--- config.mk ---
export PLATFORM = sky130hd
export DESIGN_NAME = hazard_stall_unit_flat
export DESIGN_NICKNAME = d
export VERILOG_FILES = /design/src/rtl/hazard_stall_if.sv /design/src/rtl/hazard_stall_unit.sv /design/src/flat_wrapper.sv
export SDC_FILE = /design/constraint.sdc
export NUM_CORES = 1
export LEC_CHECK = 0
export CORE_UTILIZATION = 28
export CTS_CLUSTER_SIZE = 10
export DETAILED_ROUTE_END_ITERATION = 12
export PLACE_DENSITY = 0.68
export SYNTH_ARGS = -nofsm -noshare
export SYNTH_HDL_FRONTEND = slang
export SYNTH_SLANG_ARGS = --single-unit
--- constraint.sdc ---
create_clock -name clk -period 3.8 [get_ports clk]
set_input_delay 0.76 -clock clk [delete_from_list [all_inputs] [get_ports clk]]
set_output_delay 0.76 -clock clk [all_outputs]
set_load 0.02 [all_outputs]
--- src/rtl/hazard_stall_if.sv ---
// Hazard/stall control bundle between the pipeline datapath and hazard_stall_unit.
// master: pipeline side (drives hazard sources, consumes controls).
// slave:  hazard unit side (consumes hazard sources, drives controls and statistics).
interface hazard_stall_if #(
    parameter int unsigned REG_AW = 4
);
    localparam int unsigned STAT_W = 32;

    // Hazard sources from ID, EX and MEM
    logic [REG_AW-1:0] id_rs1;
    logic [REG_AW-1:0] id_rs2;
    logic              id_rs1_used;
    logic              id_rs2_used;
    logic [REG_AW-1:0] ex_reg_dst;
    logic              ex_reg_wr;
    logic              ex_mem_rd;
    logic              ex_branch_taken;
    logic              mem_req;
    logic              mem_ready;

    // Pipeline register controls
    logic              pc_stall;
    logic              if_id_stall;
    logic              if_id_flush;
    logic              id_ex_bubble;
    logic              ex_mem_stall;
    logic              mem_wb_bubble;

    // Statistics
    logic [STAT_W-1:0] stall_cnt;
    logic [STAT_W-1:0] flush_cnt;

    modport master (
        output id_rs1, id_rs2, id_rs1_used, id_rs2_used,
        output ex_reg_dst, ex_reg_wr, ex_mem_rd, ex_branch_taken,
        output mem_req, mem_ready,
        input  pc_stall, if_id_stall, if_id_flush, id_ex_bubble,
        input  ex_mem_stall, mem_wb_bubble,
        input  stall_cnt, flush_cnt
    );

    modport slave (
        input  id_rs1, id_rs2, id_rs1_used, id_rs2_used,
        input  ex_reg_dst, ex_reg_wr, ex_mem_rd, ex_branch_taken,
        input  mem_req, mem_ready,
        output pc_stall, if_id_stall, if_id_flush, id_ex_bubble,
        output ex_mem_stall, mem_wb_bubble,
        output stall_cnt, flush_cnt
    );
endinterface

--- src/rtl/hazard_stall_unit.sv ---
// Pipeline hazard control: load-use stalls, taken-branch flushes and data-memory waits.
// Controls are decoded combinationally from the registered state and the current inputs
// so they act in the cycle the hazard is seen.
// Optional feature: define STALL_CNT_EN to get live stall_cnt / flush_cnt counters;
// otherwise both ports read 0 and no counter flops are built.
module hazard_stall_unit #(
    parameter int unsigned REG_AW       = 4,
    parameter int unsigned LU_CYCLES    = 1,
    parameter int unsigned FLUSH_CYCLES = 1,
    parameter bit          ZERO_REG     = 1'b1
) (
    input  logic           clk,
    input  logic           rst_n,
    hazard_stall_if.slave  bus
);

    localparam int unsigned CNT_W  = 3;
    localparam int unsigned STAT_W = 32;

    typedef enum logic [1:0] {
        RUN      = 2'd0,
        LU_STALL = 2'd1,
        FLUSH    = 2'd2,
        MEM_WAIT = 2'd3
    } state_e;

    state_e             state_q, state_d;
    state_e             saved_q, saved_d;
    state_e             resume_c;
    logic [CNT_W-1:0]   cnt_q, cnt_d;

    logic               rs1_hit_c;
    logic               rs2_hit_c;
    logic               dst_zero_c;
    logic               lu_hit_c;
    logic               mem_wait_c;
    logic               flush_evt_c;

    logic               pc_stall_c;
    logic               if_id_stall_c;
    logic               if_id_flush_c;
    logic               id_ex_bubble_c;
    logic               ex_mem_stall_c;
    logic               mem_wb_bubble_c;

    // Hazard detection: load-use match against EX destination, and memory wait
    always_comb begin
        rs1_hit_c  = bus.id_rs1_used & (bus.id_rs1 == bus.ex_reg_dst);
        rs2_hit_c  = bus.id_rs2_used & (bus.id_rs2 == bus.ex_reg_dst);
        dst_zero_c = (bus.ex_reg_dst == REG_AW'(0));
        lu_hit_c   = bus.ex_mem_rd & bus.ex_reg_wr & (rs1_hit_c | rs2_hit_c)
                     & ~(ZERO_REG & dst_zero_c);
        mem_wait_c = bus.mem_req & ~bus.mem_ready;
    end

    // Next state and control decode; wait > taken branch > load-use
    always_comb begin
        state_d         = state_q;
        saved_d         = saved_q;
        cnt_d           = cnt_q;
        flush_evt_c     = 1'b0;
        pc_stall_c      = 1'b0;
        if_id_stall_c   = 1'b0;
        if_id_flush_c   = 1'b0;
        id_ex_bubble_c  = 1'b0;
        ex_mem_stall_c  = 1'b0;
        mem_wb_bubble_c = 1'b0;

        // A frozen sequence picks up where it left off once the wait clears
        resume_c = (state_q == MEM_WAIT) ? saved_q : state_q;

        if (mem_wait_c) begin
            pc_stall_c      = 1'b1;
            if_id_stall_c   = 1'b1;
            ex_mem_stall_c  = 1'b1;
            mem_wb_bubble_c = 1'b1;
            state_d         = MEM_WAIT;
            saved_d         = resume_c;
        end else begin
            state_d = resume_c;
            case (resume_c)
                RUN: begin
                    if (bus.ex_branch_taken) begin
                        if_id_flush_c  = 1'b1;
                        id_ex_bubble_c = 1'b1;
                        flush_evt_c    = 1'b1;
                        if (FLUSH_CYCLES > 1) begin
                            state_d = FLUSH;
                            cnt_d   = CNT_W'(FLUSH_CYCLES - 1);
                        end
                    end else if (lu_hit_c) begin
                        pc_stall_c     = 1'b1;
                        if_id_stall_c  = 1'b1;
                        id_ex_bubble_c = 1'b1;
                        if (LU_CYCLES > 1) begin
                            state_d = LU_STALL;
                            cnt_d   = CNT_W'(LU_CYCLES - 1);
                        end
                    end
                end
                FLUSH: begin
                    // ID holds a wrong-path instruction, so its operands are ignored
                    if_id_flush_c  = 1'b1;
                    id_ex_bubble_c = 1'b1;
                    cnt_d          = cnt_q - CNT_W'(1);
                    if (cnt_q <= CNT_W'(1)) begin
                        state_d = RUN;
                    end
                end
                LU_STALL: begin
                    pc_stall_c     = 1'b1;
                    if_id_stall_c  = 1'b1;
                    id_ex_bubble_c = 1'b1;
                    cnt_d          = cnt_q - CNT_W'(1);
                    if (cnt_q <= CNT_W'(1)) begin
                        state_d = RUN;
                    end
                end
                default: begin
                    state_d = RUN;
                end
            endcase
        end

        // Reset forces every control low even while hazard inputs are active
        if (!rst_n) begin
            flush_evt_c     = 1'b0;
            pc_stall_c      = 1'b0;
            if_id_stall_c   = 1'b0;
            if_id_flush_c   = 1'b0;
            id_ex_bubble_c  = 1'b0;
            ex_mem_stall_c  = 1'b0;
            mem_wb_bubble_c = 1'b0;
        end
    end

    // State, resume-state and sequence counter registers
    always_ff @(posedge clk or negedge rst_n) begin
        if (!rst_n) begin
            state_q <= RUN;
            saved_q <= RUN;
            cnt_q   <= '0;
        end else begin
            state_q <= state_d;
            saved_q <= saved_d;
            cnt_q   <= cnt_d;
        end
    end

    assign bus.pc_stall      = pc_stall_c;
    assign bus.if_id_stall   = if_id_stall_c;
    assign bus.if_id_flush   = if_id_flush_c;
    assign bus.id_ex_bubble  = id_ex_bubble_c;
    assign bus.ex_mem_stall  = ex_mem_stall_c;
    assign bus.mem_wb_bubble = mem_wb_bubble_c;

`ifdef STALL_CNT_EN
    logic [STAT_W-1:0] stall_cnt_q, stall_cnt_d;
    logic [STAT_W-1:0] flush_cnt_q, flush_cnt_d;

    // Saturating event counters: stall = any pc_stall cycle, flush = taken branch in RUN
    always_comb begin
        stall_cnt_d = stall_cnt_q;
        flush_cnt_d = flush_cnt_q;
        if (pc_stall_c && (stall_cnt_q != {STAT_W{1'b1}})) begin
            stall_cnt_d = stall_cnt_q + STAT_W'(1);
        end
        if (flush_evt_c && (flush_cnt_q != {STAT_W{1'b1}})) begin
            flush_cnt_d = flush_cnt_q + STAT_W'(1);
        end
    end

    // Counter registers
    always_ff @(posedge clk or negedge rst_n) begin
        if (!rst_n) begin
            stall_cnt_q <= '0;
            flush_cnt_q <= '0;
        end else begin
            stall_cnt_q <= stall_cnt_d;
            flush_cnt_q <= flush_cnt_d;
        end
    end

    assign bus.stall_cnt = stall_cnt_q;
    assign bus.flush_cnt = flush_cnt_q;
`else
    logic unused_flush_evt;

    assign bus.stall_cnt    = '0;
    assign bus.flush_cnt    = '0;
    assign unused_flush_evt = flush_evt_c;
`endif

endmodule
--- src/flat_wrapper.sv ---
// flat-port wrapper written by rule: the top's interface ports become plain ports
module hazard_stall_unit_flat 
#(
    parameter int unsigned REG_AW       = 4,
    parameter int unsigned LU_CYCLES    = 1,
    parameter int unsigned FLUSH_CYCLES = 1,
    parameter bit          ZERO_REG     = 1'b1
)
  (clk, rst_n, bus_id_rs1, bus_id_rs2, bus_id_rs1_used, bus_id_rs2_used, bus_ex_reg_dst, bus_ex_reg_wr, bus_ex_mem_rd, bus_ex_branch_taken, bus_mem_req, bus_mem_ready, bus_pc_stall, bus_if_id_stall, bus_if_id_flush, bus_id_ex_bubble, bus_ex_mem_stall, bus_mem_wb_bubble, bus_stall_cnt, bus_flush_cnt);
  hazard_stall_if #(.REG_AW(REG_AW)) bus_i ();
  input  logic clk;
  input  logic rst_n;
  input wire logic [$bits(bus_i.id_rs1)-1:0] bus_id_rs1;
  input wire logic [$bits(bus_i.id_rs2)-1:0] bus_id_rs2;
  input wire logic [$bits(bus_i.id_rs1_used)-1:0] bus_id_rs1_used;
  input wire logic [$bits(bus_i.id_rs2_used)-1:0] bus_id_rs2_used;
  input wire logic [$bits(bus_i.ex_reg_dst)-1:0] bus_ex_reg_dst;
  input wire logic [$bits(bus_i.ex_reg_wr)-1:0] bus_ex_reg_wr;
  input wire logic [$bits(bus_i.ex_mem_rd)-1:0] bus_ex_mem_rd;
  input wire logic [$bits(bus_i.ex_branch_taken)-1:0] bus_ex_branch_taken;
  input wire logic [$bits(bus_i.mem_req)-1:0] bus_mem_req;
  input wire logic [$bits(bus_i.mem_ready)-1:0] bus_mem_ready;
  output wire logic [$bits(bus_i.pc_stall)-1:0] bus_pc_stall;
  output wire logic [$bits(bus_i.if_id_stall)-1:0] bus_if_id_stall;
  output wire logic [$bits(bus_i.if_id_flush)-1:0] bus_if_id_flush;
  output wire logic [$bits(bus_i.id_ex_bubble)-1:0] bus_id_ex_bubble;
  output wire logic [$bits(bus_i.ex_mem_stall)-1:0] bus_ex_mem_stall;
  output wire logic [$bits(bus_i.mem_wb_bubble)-1:0] bus_mem_wb_bubble;
  output wire logic [$bits(bus_i.stall_cnt)-1:0] bus_stall_cnt;
  output wire logic [$bits(bus_i.flush_cnt)-1:0] bus_flush_cnt;
  assign bus_i.id_rs1 = bus_id_rs1;
  assign bus_i.id_rs2 = bus_id_rs2;
  assign bus_i.id_rs1_used = bus_id_rs1_used;
  assign bus_i.id_rs2_used = bus_id_rs2_used;
  assign bus_i.ex_reg_dst = bus_ex_reg_dst;
  assign bus_i.ex_reg_wr = bus_ex_reg_wr;
  assign bus_i.ex_mem_rd = bus_ex_mem_rd;
  assign bus_i.ex_branch_taken = bus_ex_branch_taken;
  assign bus_i.mem_req = bus_mem_req;
  assign bus_i.mem_ready = bus_mem_ready;
  assign bus_pc_stall = bus_i.pc_stall;
  assign bus_if_id_stall = bus_i.if_id_stall;
  assign bus_if_id_flush = bus_i.if_id_flush;
  assign bus_id_ex_bubble = bus_i.id_ex_bubble;
  assign bus_ex_mem_stall = bus_i.ex_mem_stall;
  assign bus_mem_wb_bubble = bus_i.mem_wb_bubble;
  assign bus_stall_cnt = bus_i.stall_cnt;
  assign bus_flush_cnt = bus_i.flush_cnt;
  hazard_stall_unit #(.REG_AW(REG_AW), .LU_CYCLES(LU_CYCLES), .FLUSH_CYCLES(FLUSH_CYCLES), .ZERO_REG(ZERO_REG)) u_core (.clk(clk), .rst_n(rst_n), .bus(bus_i));
endmodule
# --- Word level (Yosys, flattened, before mapping) ---
# Cells that the tools add are included.
totals:
  inputBits: 21
  register_bits: 7
  out_inout_bits: 70
op_classes:
  order_cmp: 1
  addsub: 1
  n_eq_ne: 5
  reduce_logical: 4
  bitwise: 10
  n_mux: 19
op_table:
  columns: ["op", "count"]
  rows:
  - ["1-bit two-way mux", 12]
  - ["4-bit equality test", 2]
  - ["1-bit AND", 6]
  - ["2-bit two-way mux", 3]
  - ["1-bit case mux with 2 select lines", 3]
  - ["2-bit equality test (second input constant)", 2]
  - ["4-bit logical NOT", 1]
  - ["2-bit case mux with 2 select lines", 1]
  - ["3-bit by 1-bit <= comparator with 1-bit output (second input constant)", 1]
  - ["1-bit NOT", 3]
  - ["3-bit by 1-bit subtractor with 3-bit output (second input constant)", 1]
  - ["2-bit by 1-bit equality test with 1-bit output (second input constant)", 1]
  - ["2-bit logical NOT", 1]
  - ["2-bit AND reduction", 1]
  - ["2-bit OR reduction", 1]
  - ["1-bit OR", 1]

# --- Longest topological paths before layout ---
depth:
  ltp_word: 10
  ltp_mapped: 9
  depth_no_buf: 8

# --- Worst setup path after synthesis ---
# Ideal clock, no wire load.
synth_path:
  path_type: "reg-to-output"
  from: "register u_core.state_q[1]"
  to: "output bus_pc_stall"
  slack_ns: 0.976
  path_stages_with_launch: 10
  arrival_ns: 2.064
  path_buffers: 1
  path_cell_list: "dfrtp_1 inv_1 o21ai_0 ha_1 nand3_1 nor2_1 and4b_1 o21bai_1 a31oi_1 buf_4"
synth_via:
  elab_chain_len: 6
  word_cells_on_any_way: 7
  cone_classes: "eq/ne (2); mux (4); reduce/logical (1)"
synth_lines:
  columns: ["element", "line", "source"]
  rows:
  - ["start: declaration", "hazard_stall_unit.sv:27", "state_e state_q, state_d;"]
  - ["start signal: assignment", "hazard_stall_unit.sv:144", "state_q <= state_d;"]
  - ["2-bit equality test", "hazard_stall_unit.sv:70", "resume_c = (state_q == MEM_WAIT) ? saved_q : state_q;"]
  - ["2-bit two-way mux (*)", "hazard_stall_unit.sv:70", null]
  - ["2-bit by 1-bit equality test with 1-bit output / 2-bit logical NOT (equally long branches)", null, null]
  - ["1-bit case mux with 2 select lines (*)", null, null]
  - ["1-bit two-way mux (*) (2 in series)", null, null]
  - ["end: declaration", "flat_wrapper.sv:23", "output wire logic [$bits(bus_i.pc_stall)-1:0] bus_pc_stall;"]
# Mark *: on every way between the ends. The rest lies on a longest branch, timed or not.

# --- Worst setup path in the final report ---
layout_path:
  from: "input bus_ex_reg_dst[0]"
  to: "output bus_pc_stall"
layout_via:
  elab_chain_len: 10
  word_cells_on_any_way: 14
  cone_classes: "eq/ne (2); mux (5); bitwise (6); reduce/logical (1)"
layout_lines:
  columns: ["element", "line", "source"]
  rows:
  - ["start: declaration", "flat_wrapper.sv:17", "input wire logic [$bits(bus_i.ex_reg_dst)-1:0] bus_ex_reg_dst;"]
  - ["4-bit equality test, on equally long branches", "hazard_stall_unit.sv:48, hazard_stall_unit.sv:49", null]
  - ["1-bit AND, on equally long branches", "hazard_stall_unit.sv:48, hazard_stall_unit.sv:49", null]
  - ["1-bit OR", "hazard_stall_unit.sv:51", "lu_hit_c = bus.ex_mem_rd & bus.ex_reg_wr & (rs1_hit_c | rs2_hit_c)"]
  - ["1-bit AND", "hazard_stall_unit.sv:51", null]
  - ["1-bit AND (*)", "hazard_stall_unit.sv:52", "& ~(ZERO_REG & dst_zero_c);"]
  - ["1-bit two-way mux (*)", "hazard_stall_unit.sv:91", "end else if (lu_hit_c) begin"]
  - ["1-bit two-way mux (*)", "hazard_stall_unit.sv:83", "if (bus.ex_branch_taken) begin"]
  - ["1-bit case mux with 2 select lines (*)", "hazard_stall_unit.sv:81", "case (resume_c)"]
  - ["1-bit two-way mux (*)", "hazard_stall_unit.sv:72", "if (mem_wait_c) begin"]
  - ["1-bit two-way mux (*)", "hazard_stall_unit.sv:126", "if (!rst_n) begin"]
# Marked as above.

==> qor.csv <==
stage,metric,value,unit
clock_network,postCtsSetupRepairBufs,0,
logic_synthesis,synth_top_family_by_area,buffers and inverters,
route,ant_nets,0,
sta,finalHoldViolations,0,
place,io_buffers,26,
clock_network,clk_path_buf_depth,2,
grt,first_global_vias,619,
floorplan,die_x,63.6,um
clock_network,clkSinkCount,7,
place,hpwl,1430,um
setup_path,ff2ff_setup_slack,2220,ps
floorplan,pin_count,91,
route,via_per_inst,3.47,
logic_synthesis,synth_top_cells_by_area,"buf_4 47%, dfrtp_1 16%, ha_1 7.1%, inv_1 3.9%, o21ai_0 3.3%",
power,p_comb_share,59.2,%
power,p_clk_share,17.5,%
logic_synthesis,synth_top_area_share,46.6,%
power,swShare,43.9,%
clock_network,cts-resized-gates,0,
sta,max_freq,0.279,GHz
power,p_int,330,uW
route,drc_errors,0,
logic_synthesis,ys_ff_latch,7,
clock_network,ctsHoldBuffers,0,
grt,grt.total_usage,8.16,%
setup_path,criticalPathCategory,input port to primary output,
power,ir_worst_vdd,0.000249,V
finish,fin_area,1190,um^2
clock_network,clk_pin_slew,40,ps
job,drv_cap,0,
sta,rsz0062_at_grt,false,
finish,drive_gt1_share,4.88,%
setup_path,cp_max_fo,4,
grt,grt-ovfl-total,0,
logic_synthesis,async_flop_share,100,%
power,leakagePower,0.000631,uW
sta,tns,0,ps
route,first_pass_iters,4,
setup_path,cp_data_required_time,3040,ps
clock_network,clock_latency,220,ps
power,seq_power_share,23.3,%
logic_synthesis,yosys.area_share.simple,9.88,%
grt,grt_max_degree,12,
clock_network,root_buffer,clkbuf_8,
clock_network,cts_tree,yes,
route,drtIter0Drc,16,
sta,fin_skew,5.46,ps
power,pwr_density_cell,494,nW/um^2
route,drt_wl_total,1580,um
logic_synthesis,ys_seq_area_share,16.5,%
sta,finalSetupViolCount,0,
clock_network,h-tree-depth,1,
place,dp_slack,208,ps
logic_synthesis,ys_warn_count,0,
logic_synthesis,yosys.area.top_type,buf_4,
grt,antenna_found_initial,0,
setup_path,cp_data_arrival_time,2830,ps
finish,antenna_cells,0,
place,dp.cells,208,
hold_path,hold_class,flop to flop,
grt,grt_pass1_wl,2570,um
finish,final_nets,192,
route,wire_per_inst,7.43,um
floorplan,dieArea,4050,um^2
finish,area_growth,11.8,%
clock_network,numCtsBuffers,3,
run_status,outcome,completed,
sta,fin_crit,3590,ps
logic_synthesis,synth.avg_cell_area,7.88,um^2
logic_synthesis,yosys.cell_count.top_type,buf_4,
logic_synthesis,synth_edf_count,0,
logic_synthesis,synth-xor-area-share,5.76,%
power,finalPower,588,uW
floorplan,fp.dieH,63.6,um
logic_synthesis,syn-cell-area,1060,um^2
logic_synthesis,syn_inst,135,
route,vias,735,
place,place_area,1140,um^2
logic_synthesis,synth_adder_area_share,7.06,%
place,place.gp.congestion,0.753,
sta,fin_ws,213,ps
logic_synthesis,synthMuxAreaShare,0,%
floorplan,core,3660,um^2
finish,fin_cells,212,
logic_synthesis,ys.flop_type,dfrtp_1,
setup_path,cp-start-kind,input port,
floorplan,initial_core_util,29.0,%
power,switchingPower,258,uW
logic_synthesis,yosys.cell_types.count,25,
floorplan,rows,22,
sta,drv_slew,0,
logic_synthesis,synth-compound-area-share,9.65,%
setup_path,endpoint_kind,primary output,
sta,finalCritPeriodShare,94.4,%
logic_synthesis,yosys-top-cells-count,"66 x buf_4, 11 x inv_1, 7 x dfrtp_1, 7 x o21ai_0, 6 x ha_1",
==> layout make-up <==
cell class              instances  area, um^2
multi-input cells             113         584
well taps                      48        60.1
clock buffers                   4        45.0
inverters                      11        41.3
fillers                       408        2470
repair buffers                 29         283
flip-flops and latches          7         175
==> registers in the layout, indices dropped and copies added (netlist names) <==
signal	cells
u_core.saved_q	2
u_core.state_q	2
u_core.cnt_q	3
==> cell usage in the layout (no fill, tap or decap), types with 2 or more instances in the layout <==
cell / n
a21oi_1: 3
buf_4: 3
clkbuf_8: 3
clkdlybuf4s50_1: 26
conb_1: 64
dfrtp_1: 7
ha_1: 6
inv_1: 11
nand2_1: 5
nand2b_1: 2
nand3_1: 2
nor2_1: 4
nor3_1: 2
o21ai_0: 7
o21bai_1: 2
xnor2_1: 4
xor2_1: 3
==> worst max-delay path, cell delays in order <==
cell and delay (ps):
clkdlybuf4s50_1 530, inv_1 50, a222oi_1 320, and4b_1 260, o21bai_1 80, a31oi_1 200, clkdlybuf4s50_1 630
==> power groups by stage <==
stage | sequential [uW] | clock, uW | combinational [uW]
6_report | 137 | 103 | 348
5_1_grt | 143 | 114 | 389
4_1_cts | 137 | 106 | 352
3_5_place_dp | 138 | 0 | 351
2_1_floorplan | 131 | 0 | 299
3_3_place_gp | 136 | 0 | 343
==> logic make-up after synthesis <==
family / count (synthesis)
buf+inv: 78
simple gates: 20
compound gates: 16
xor+xnor: 7
flops: 7
fa+ha+maj: 6
other cells: 1
==> worst paths after layout <==
path	startpoint	to	depth (start not counted)
max in group asynchronous	rst_n	u_core.saved_q[0]	2
max reg2reg	u_core.state_q[0]	u_core.state_q[0]	7
max	bus_ex_reg_dst[0]	bus_pc_stall	7
min	u_core.saved_q[0]	u_core.saved_q[0]	2
min in group asynchronous	rst_n	u_core.cnt_q[2]	1
min reg2reg	u_core.saved_q[0]	u_core.saved_q[0]	2
==> routing by layer <==
layer | routed length (um) | GRT usage (%) | up-vias
met2 | 824 | 14.8 | 49
li1 | - | - | 357
met3 | 112 | 3.08 | 4
met5 | 0 | 0 | -
met4 | 29 | 3.13 | 0
met1 | 609 | 8.37 | 325
==> per-stage QoR <==
stage | util [%] | hold slack (ps)
2_1_floorplan | - | 440
3_3_place_gp | 31.2 | 462
3_5_place_dp | 31.2 | 474
4_1_cts | 32.5 | 484
5_1_grt | 32.5 | 520
6_report | 32.5 | 478
Power figures use the tool's default switching activity.
